$ cat config.mk
export PLATFORM = sky130hd
export DESIGN_NAME = packet_transmitter_flat
export DESIGN_NICKNAME = d
export VERILOG_FILES = /design/src/rtl/packet_transmitter_if.sv /design/src/rtl/packet_transmitter.sv /design/src/flat_wrapper.sv
export SDC_FILE = /design/constraint.sdc
export NUM_CORES = 1
export LEC_CHECK = 0
export ABC_AREA = 1
export BUFFER_PORTS_ARGS = -buffer_cell sky130_fd_sc_hd__buf_2
export CORE_MARGIN = 10
export CORE_UTILIZATION = 55
export CTS_CLUSTER_DIAMETER = 50
export DETAILED_ROUTE_END_ITERATION = 12
export PLACE_DENSITY_LB_ADDON = 0.05
export SETUP_SLACK_MARGIN = 0.3
export SLEW_MARGIN = 10
export SYNTH_ARGS = -nofsm -noshare
export SYNTH_HDL_FRONTEND = slang
export SYNTH_SLANG_ARGS = --single-unit
$ cat constraint.sdc
create_clock -name clock -period 7.34 [get_ports clock]
set_clock_uncertainty 0.2 [all_clocks]
set_input_delay 0.734 -clock clock [delete_from_list [all_inputs] [get_ports clock]]
set_output_delay 0.734 -clock clock [all_outputs]
set_load 0.005 [all_outputs]
$ cat src/rtl/packet_transmitter_if.sv
// Outbound 16-bit word stream with valid/ready handshake and end-of-packet marker.
// The master drives data and valid; the slave answers with ready.
interface packet_transmitter_if;
  logic [15:0] tx_data;
  logic        tx_valid;
  logic        tx_ready;
  logic        tx_last;

  modport master (output tx_data, tx_valid, tx_last, input tx_ready);
  modport slave  (input tx_data, tx_valid, tx_last, output tx_ready);
endinterface

$ cat src/rtl/packet_transmitter.sv
// Builds and serialises the routing-feedback packet: header, sink count, sink IDs and
// a trailing XOR checksum, reading the known-sink table from node memory.
module packet_transmitter #(
  parameter int          MAX_SINKS = 16,
  parameter logic [10:0] CNT_ADDR  = 11'h688,
  parameter logic [10:0] SINK_BASE = 11'h008
) (
  input  logic                        clock,
  input  logic                        rst,
  input  logic                        start,
  input  logic [15:0]                 node_id,
  input  logic [15:0]                 cluster_id,
  input  logic [15:0]                 battery_stat,
  input  logic [15:0]                 best_value,
  input  logic [15:0]                 action,
  output logic [10:0]                 mem_addr,
  input  logic [15:0]                 mem_data_out,
  packet_transmitter_if.master        tx,
  output logic                        busy,
  output logic                        done
);

  typedef enum logic [2:0] {
    S_IDLE, S_HDR, S_RD_ADDR, S_RD_WAIT, S_EMIT, S_CSUM, S_DONE
  } state_t;

  state_t      state_q, state_d;
  logic [2:0]  hdr_idx_q;
  logic [15:0] sink_idx_q;
  logic [15:0] n_sinks_q;
  logic        is_count_q;
  logic [15:0] csum_q;
  logic [10:0] mem_addr_q;
  logic        addr_ld;
  logic [10:0] addr_d;

  logic [15:0] node_q, batt_q, value_q, cluster_q, action_q;
  logic [15:0] word_q;

  function automatic logic [15:0] clamp_count(input logic [15:0] raw);
    if (raw > 16'(MAX_SINKS)) return 16'(MAX_SINKS);
    return raw;
  endfunction

  function automatic logic [10:0] sink_addr(input logic [15:0] idx);
    return SINK_BASE + {idx[9:0], 1'b0};
  endfunction

  assign mem_addr = mem_addr_q;

  always_comb begin
    state_d     = state_q;
    addr_ld     = 1'b0;
    addr_d      = mem_addr_q;
    tx.tx_valid = 1'b0;
    tx.tx_last  = 1'b0;
    tx.tx_data  = '0;
    busy        = 1'b0;
    done        = 1'b0;
    unique case (state_q)
      S_IDLE: if (start) state_d = S_HDR;
      S_HDR: begin
        busy        = 1'b1;
        tx.tx_valid = 1'b1;
        unique case (hdr_idx_q)
          3'd0:    tx.tx_data = node_q;
          3'd1:    tx.tx_data = batt_q;
          3'd2:    tx.tx_data = value_q;
          3'd3:    tx.tx_data = cluster_q;
          default: tx.tx_data = action_q;
        endcase
        if (tx.tx_ready && hdr_idx_q == 3'd4) begin
          state_d = S_RD_ADDR;
          addr_ld = 1'b1;
          addr_d  = CNT_ADDR;
        end
      end
      S_RD_ADDR: begin
        busy    = 1'b1;
        state_d = S_RD_WAIT;
      end
      S_RD_WAIT: begin
        busy    = 1'b1;
        state_d = S_EMIT;
      end
      S_EMIT: begin
        busy        = 1'b1;
        tx.tx_valid = 1'b1;
        tx.tx_data  = word_q;
        if (tx.tx_ready) begin
          if (is_count_q) begin
            if (n_sinks_q == 16'd0) begin
              state_d = S_CSUM;
            end else begin
              state_d = S_RD_ADDR;
              addr_ld = 1'b1;
              addr_d  = sink_addr(16'd0);
            end
          end else if (sink_idx_q + 16'd1 < n_sinks_q) begin
            state_d = S_RD_ADDR;
            addr_ld = 1'b1;
            addr_d  = sink_addr(sink_idx_q + 16'd1);
          end else begin
            state_d = S_CSUM;
          end
        end
      end
      S_CSUM: begin
        busy        = 1'b1;
        tx.tx_valid = 1'b1;
        tx.tx_last  = 1'b1;
        tx.tx_data  = csum_q;
        if (tx.tx_ready) state_d = S_DONE;
      end
      S_DONE: begin
        done    = 1'b1;
        state_d = S_IDLE;
      end
      default: state_d = S_IDLE;
    endcase
  end

  // Control registers: state, indices, checksum and address
  always_ff @(posedge clock) begin
    if (rst) begin
      state_q    <= S_IDLE;
      hdr_idx_q  <= '0;
      sink_idx_q <= '0;
      n_sinks_q  <= '0;
      is_count_q <= 1'b0;
      csum_q     <= '0;
      mem_addr_q <= '0;
    end else begin
      state_q <= state_d;
      if (addr_ld) mem_addr_q <= addr_d;
      if (state_q == S_IDLE && start) begin
        hdr_idx_q  <= '0;
        sink_idx_q <= '0;
        is_count_q <= 1'b1;
        csum_q     <= '0;
      end
      // checksum covers every accepted word except itself
      if (tx.tx_valid && tx.tx_ready && state_q != S_CSUM)
        csum_q <= csum_q ^ tx.tx_data;
      if (state_q == S_HDR && tx.tx_ready) hdr_idx_q <= hdr_idx_q + 3'd1;
      if (state_q == S_RD_WAIT && is_count_q) n_sinks_q <= clamp_count(mem_data_out);
      if (state_q == S_EMIT && tx.tx_ready) begin
        if (is_count_q) begin
          is_count_q <= 1'b0;
          sink_idx_q <= '0;
        end else begin
          sink_idx_q <= sink_idx_q + 16'd1;
        end
      end
    end
  end

  // Data registers: latched header and the word fetched from memory
  always_ff @(posedge clock) begin
    if (state_q == S_IDLE && start) begin
      node_q    <= node_id;
      batt_q    <= battery_stat;
      value_q   <= best_value;
      cluster_q <= cluster_id;
      action_q  <= action;
    end
    if (state_q == S_RD_WAIT)
      word_q <= is_count_q ? clamp_count(mem_data_out) : mem_data_out;
  end

endmodule

$ cat src/flat_wrapper.sv
// flat-port wrapper written by rule: the top's interface ports become plain ports
module packet_transmitter_flat 
#(
  parameter int          MAX_SINKS = 16,
  parameter logic [10:0] CNT_ADDR  = 11'h688,
  parameter logic [10:0] SINK_BASE = 11'h008
)
  (clock, rst, start, node_id, cluster_id, battery_stat, best_value, action, mem_addr, mem_data_out, busy, done, tx_tx_data, tx_tx_valid, tx_tx_last, tx_tx_ready);
  packet_transmitter_if tx_i ();
  input  logic clock;
  input  logic rst;
  input  logic start;
  input  logic [15:0] node_id;
  input  logic [15:0] cluster_id;
  input  logic [15:0] battery_stat;
  input  logic [15:0] best_value;
  input  logic [15:0] action;
  output logic [10:0] mem_addr;
  input  logic [15:0] mem_data_out;
  output logic busy;
  output logic done;
  output wire logic [$bits(tx_i.tx_data)-1:0] tx_tx_data;
  output wire logic [$bits(tx_i.tx_valid)-1:0] tx_tx_valid;
  output wire logic [$bits(tx_i.tx_last)-1:0] tx_tx_last;
  input wire logic [$bits(tx_i.tx_ready)-1:0] tx_tx_ready;
  assign tx_tx_data = tx_i.tx_data;
  assign tx_tx_valid = tx_i.tx_valid;
  assign tx_tx_last = tx_i.tx_last;
  assign tx_i.tx_ready = tx_tx_ready;
  packet_transmitter #(.MAX_SINKS(MAX_SINKS), .CNT_ADDR(CNT_ADDR), .SINK_BASE(SINK_BASE)) u_core (.clock(clock), .rst(rst), .start(start), .node_id(node_id), .cluster_id(cluster_id), .battery_stat(battery_stat), .best_value(best_value), .action(action), .mem_addr(mem_addr), .mem_data_out(mem_data_out), .tx(tx_i), .busy(busy), .done(done));
endmodule
-- Word-level counts from Yosys, hierarchy flattened
Cells that the tools add are included.
- bits in registers: 162
- bits of input ports: 100
- word-level logic and storage cells: 97
- mux-type cells: 43
- magnitude comparators: 2
- reduce and logical (&&, ||, !) cells: 18
- bitwise logic cells: 1
- add/sub/neg operators: 3
- equal/unequal tests: 17
- operators with widths (kind ; count):
    16-bit two-way mux ; 8
    16-bit one-hot mux with 4 select lines ; 1
    11-bit two-way mux ; 5
    16-bit one-hot mux with 3 select lines ; 1
    3-bit two-way mux ; 9
    11-bit one-hot mux with 2 select lines ; 1
    3-bit one-hot mux with 6 select lines ; 1
    16-bit by 1-bit adder with 16-bit output, second input constant ; 1
    16-bit by 5-bit greater-than comparator with 1-bit output, second input constant ; 1
    16-bit logical NOT ; 1
    16-bit less-than comparator ; 1
    1-bit two-way mux ; 16
    16-bit bitwise XOR ; 1
    3-bit by 2-bit equality test with 1-bit output, second input constant ; 4
    3-bit equality test, second input constant ; 4
    4-bit by 11-bit adder with 11-bit output, first input constant ; 1
    2-bit nonzero test ; 4
    1-bit logical AND ; 7
    3-bit by 1-bit equality test with 1-bit output, second input constant ; 2
    3-bit logical NOT ; 2
    2-bit != test, second input constant ; 3
    3-bit != test, second input constant ; 2
    6-bit AND reduction ; 1
    5-bit OR reduction ; 1
    other kinds (6) ; 6

-- Depth between registers and ports, before layout
- depth in word-level cells: 7
- depth in mapped cells: 21
- mapped depth without buffers: 20

-- Worst setup path before layout
OpenSTA, ideal clock, no wires.
- kind: input to register
- from: input port start
- to: register u_core.action_q[0] (enable)
- arrival: 2.395 ns
- slack: 4.311 ns
- required time: 6.706 ns
- cell stages on the path: 2
- cells stage by stage: nand2_2 inv_1
- longest elaborated chain between the ends: 1
- RTL lines (what ; RTL line ; source):
    start: declaration ; flat_wrapper.sv:12 ; input logic start;
    1-bit logical AND ; packet_transmitter.sv:160 ; if (state_q == S_IDLE && start) begin
    end signal: assignment ; packet_transmitter.sv:165 ; action_q <= action;
    end: declaration ; packet_transmitter.sv:37 ; logic [15:0] node_q, batt_q, value_q, cluster_q, action_q;
No other way between the ends.
A chain may end at the register's enable or synchronous reset.

-- Final worst setup path
- from: register u_core.hdr_idx_q[2]
- to: output port tx_tx_data[2]
- longest elaborated chain between the ends: 3
- RTL lines (what ; RTL line ; source):
    start: declaration ; packet_transmitter.sv:28 ; logic [2:0] hdr_idx_q;
    start signal: assignment ; packet_transmitter.sv:145 ; if (state_q == S_HDR && tx.tx_ready) hdr_idx_q <= hdr_idx_q + 3'd1;
    3-bit by 2-bit equality test with 1-bit output (tied with other cells) ; packet_transmitter.sv:65 ; unique case (hdr_idx_q)
    16-bit one-hot mux with 4 select lines (*) ; packet_transmitter.sv:65 ;
    16-bit one-hot mux with 3 select lines (*) ; packet_transmitter.sv:60 ; unique case (state_q)
    end: declaration ; flat_wrapper.sv:22 ; output wire logic [$bits(tx_i.tx_data)-1:0] tx_tx_data;
Every way passes the cells marked *; elsewhere a longest branch is shown, timed or not.

==> flow_metrics.py <==
metrics = {
    "placement": {
        "dp_hpwl_um": 15300,
        "placed_area_sq_um": 8270,
        "place_congestion": 0.901,
        "port_buffers": 129,
    },
    "power_and_ir_drop": {
        "clkPwrFrac_pct": 35.4,
        "p_sw_share_pct": 30.5,
        "combinationalPowerShare_pct": 17.7,
        "leakage_nw": 3.64,
        "pwr-share-seq_pct": 46.9,
        "p_sw_mw": 0.748,
        "intPower_mw": 1.71,
        "vdd.ir_drop.worst_uv": 225,
        "power_density_nw_per_um2": 277,
    },
    "global_route": {
        "top_usage_layer": "met2",
        "grt.met2_usage_pct": 35.7,
        "grt_pass1_vias": 6011,
        "grt_pass1_wl_um": 32300,
        "met1_usage_pct": 27.9,
        "grt_usage_pct": 22.2,
        "grtUsageMet3_pct": 6.12,
        "grt_remaining_overflow": 0,
        "antenna_found_initial": 0,
        "grt_max_degree": 66,
    },
    "finish": {
        "postLayoutCellArea_sq_um": 8850,
        "area_growth_syn_to_layout_pct": 16.6,
        "nFillCells": 1134,
        "seq_area_sq_um": 4180,
        "n_antenna_cell": 0,
        "multi_input_area_sq_um": 2890,
        "layout_common_cells": "nand2_1, buf_2, edfxtp_1, nand3_1, nor2_1",
        "drive_above_1_share_pct": 23.4,
        "final_common_cell": "nand2_1",
        "nets": 1061,
    },
    "clocking": {
        "clock_latency_ps": 430,
        "cts_setup_buffers": 0,
        "post_cts_resized": 0,
        "htreeDepth": 4,
        "holdBufCountCts": 0,
        "cts_root_buf": "clkbuf_16",
        "cts-buffers-inserted": 17,
        "numClockSinks": 161,
        "clockBufferDepth": 2,
        "path_clk_slew_ps": 70,
        "cts_tree": "built",
    },
    "yosys": {
        "synth_area_leader_cell": "edfxtp_1",
        "synth_cells": 828,
        "avgSynthCellArea_sq_um": 9.17,
        "synth_nets": 950,
        "synth_area_leaders": "edfxtp_1, dfxtp_1, nand2_1",
        "synth_edf_count": 96,
        "synth_top_area_share_pct": 38.0,
        "yosysSeqAreaShare_pct": 55.1,
        "ys.flop_type": "edfxtp_1",
        "yosys_warnings": 0,
        "synth-seq-cells": 161,
        "synth_area_sq_um": 7590,
        "async_flop_share_pct": 0,
        "synth_cell_types": 36,
    },
    "route": {
        "drt_wl_total_um": 20800,
        "drcViolationCount": 0,
        "drt-pass1-iter-count": 7,
        "ant_nets": 0,
        "vias_per_cell": 5.50,
        "wire_per_inst_um": 18.5,
        "drt-initial-drc-count": 598,
        "vias": 6207,
    },
    "sta": {
        "fmax_mhz": 227,
        "worstMarginPinSlew_ps": 1100,
        "tns_ps": 0,
        "slew_headroom_pct": 26.7,
        "hold_viol": 0,
        "slew_violations": 0,
        "period_share_pct": 59.9,
        "period_minus_slack_ps": 4400,
        "setup-violations-final": 0,
        "rsz0062_at_grt": "no",
    },
    "worst_setup_path": {
        "cp.arrival_ps": 3460,
        "startpoint": "u_core.hdr_idx_q[2]",
        "critPathKind": "register to primary output",
        "r2r_start": "u_core.hdr_idx_q[2]",
        "start_kind": "register",
        "crit_required_ps": 6410,
        "endpoint_kind": "primary output",
        "crit_fanout": 65,
    },
    "outcome": {
        "status": "finished clean",
    },
    "floorplanning": {
        "floorplan.initialDensity_pct": 56.6,
        "core_sq_um": 13400,
        "pin_count": 131,
        "rows": 42,
        "die-area_sq_um": 18900,
        "die_h_um": 137,
        "die_w_um": 137,
    },
    "flow_run": {
        "cap_violations": 0,
    },
    "hold_path": {
        "hold_class": "input port to register",
        "hp-start": "battery_stat[15]",
    },
}
[state kept, by name, indices dropped and copies added (netlist names), 16 cells and up]
signal             count
u_core.csum_q         16
u_core.value_q        16
u_core.batt_q         16
u_core.word_q         16
u_core.cluster_q      16
u_core.n_sinks_q      16
u_core.sink_idx_q     16
u_core.action_q       16
u_core.node_q         16
[layout make-up]
cell class / count / area share (%)
Inverter: 84 / 3.56
Tap cell: 176 / 2.49
Clock buffer: 17 / 4.81
Multi-Input combinational cell: 544 / 32.7
Clock inverter: 15 / 1.71
Timing Repair Buffer: 131 / 7.46
Sequential cell: 161 / 47.3
[cell families after synthesis]
logic type,synth area share [%]
flops,55.1
xor+xnor,1.14
simple gates,24.0
compound gates,9.25
buf+inv,6.82
fa+ha+maj,3.63
other cells,0.0494
[through the flow]
stage	total power [mW]	hold slack (ps)	util [%]	instances	setup slack (ps)
final	2.45	272	66.1	1128	2940
after global routing	2.55	263	66.1	1128	2680
after CTS	2.46	265	66.1	1128	2970
after detailed placement	1.60	273	61.7	1096	3440
after global placement	1.59	262	61.7	1096	3560
after floorplan	1.44	244	-	828	4310
[synthesized netlist by cell type (9+ instances only)]
library cell	n
a21oi_1	47
buf_2	18
clkbuf_1	12
dfxtp_1	65
edfxtp_1	96
ha_1	22
inv_1	71
inv_2	13
nand2_1	162
nand3_1	88
nand4_1	27
nor2_1	82
nor3_1	13
o211ai_2	9
o21ai_0	31
o21ai_2	9
[routing by layer]
metal	up-vias	routed length, um
met3	29	1590
met4	0	470
met5	-	0
met1	2912	8670
met2	229	10100
li1	3037	-
[path summary, 6_finish.rpt]
kind | to | cells after the start | slack [ps]
worst max register to register | u_core.csum_q[2] | 9 | 3950
worst min-delay path | u_core.batt_q[15] | 1 | 270
worst min register to register | u_core.n_sinks_q[8] | 2 | 280
worst max-delay path | tx_tx_data[2] | 7 | 2940
[critical path, cell delays in order, from the launching register on]
cell      delay, ps
dfxtp_1         570
inv_2           930
ha_1            740
nand2_1         110
nand4_1         130
nor2_1           60
o211ai_1        300
buf_2           190
[power groups by stage]
| stage | Combinational, mW | Sequential, mW | Clock (mW) |
|---|---|---|---|
| 6_report | 0.434 | 1.15 | 0.869 |
| 5_1_grt | 0.479 | 1.16 | 0.915 |
| 4_1_cts | 0.433 | 1.15 | 0.874 |
| 3_5_place_dp | 0.432 | 1.16 | 0 |
| 3_3_place_gp | 0.417 | 1.17 | 0 |
| 2_1_floorplan | 0.300 | 1.14 | 0 |
(Power assumes the default switching activity.)
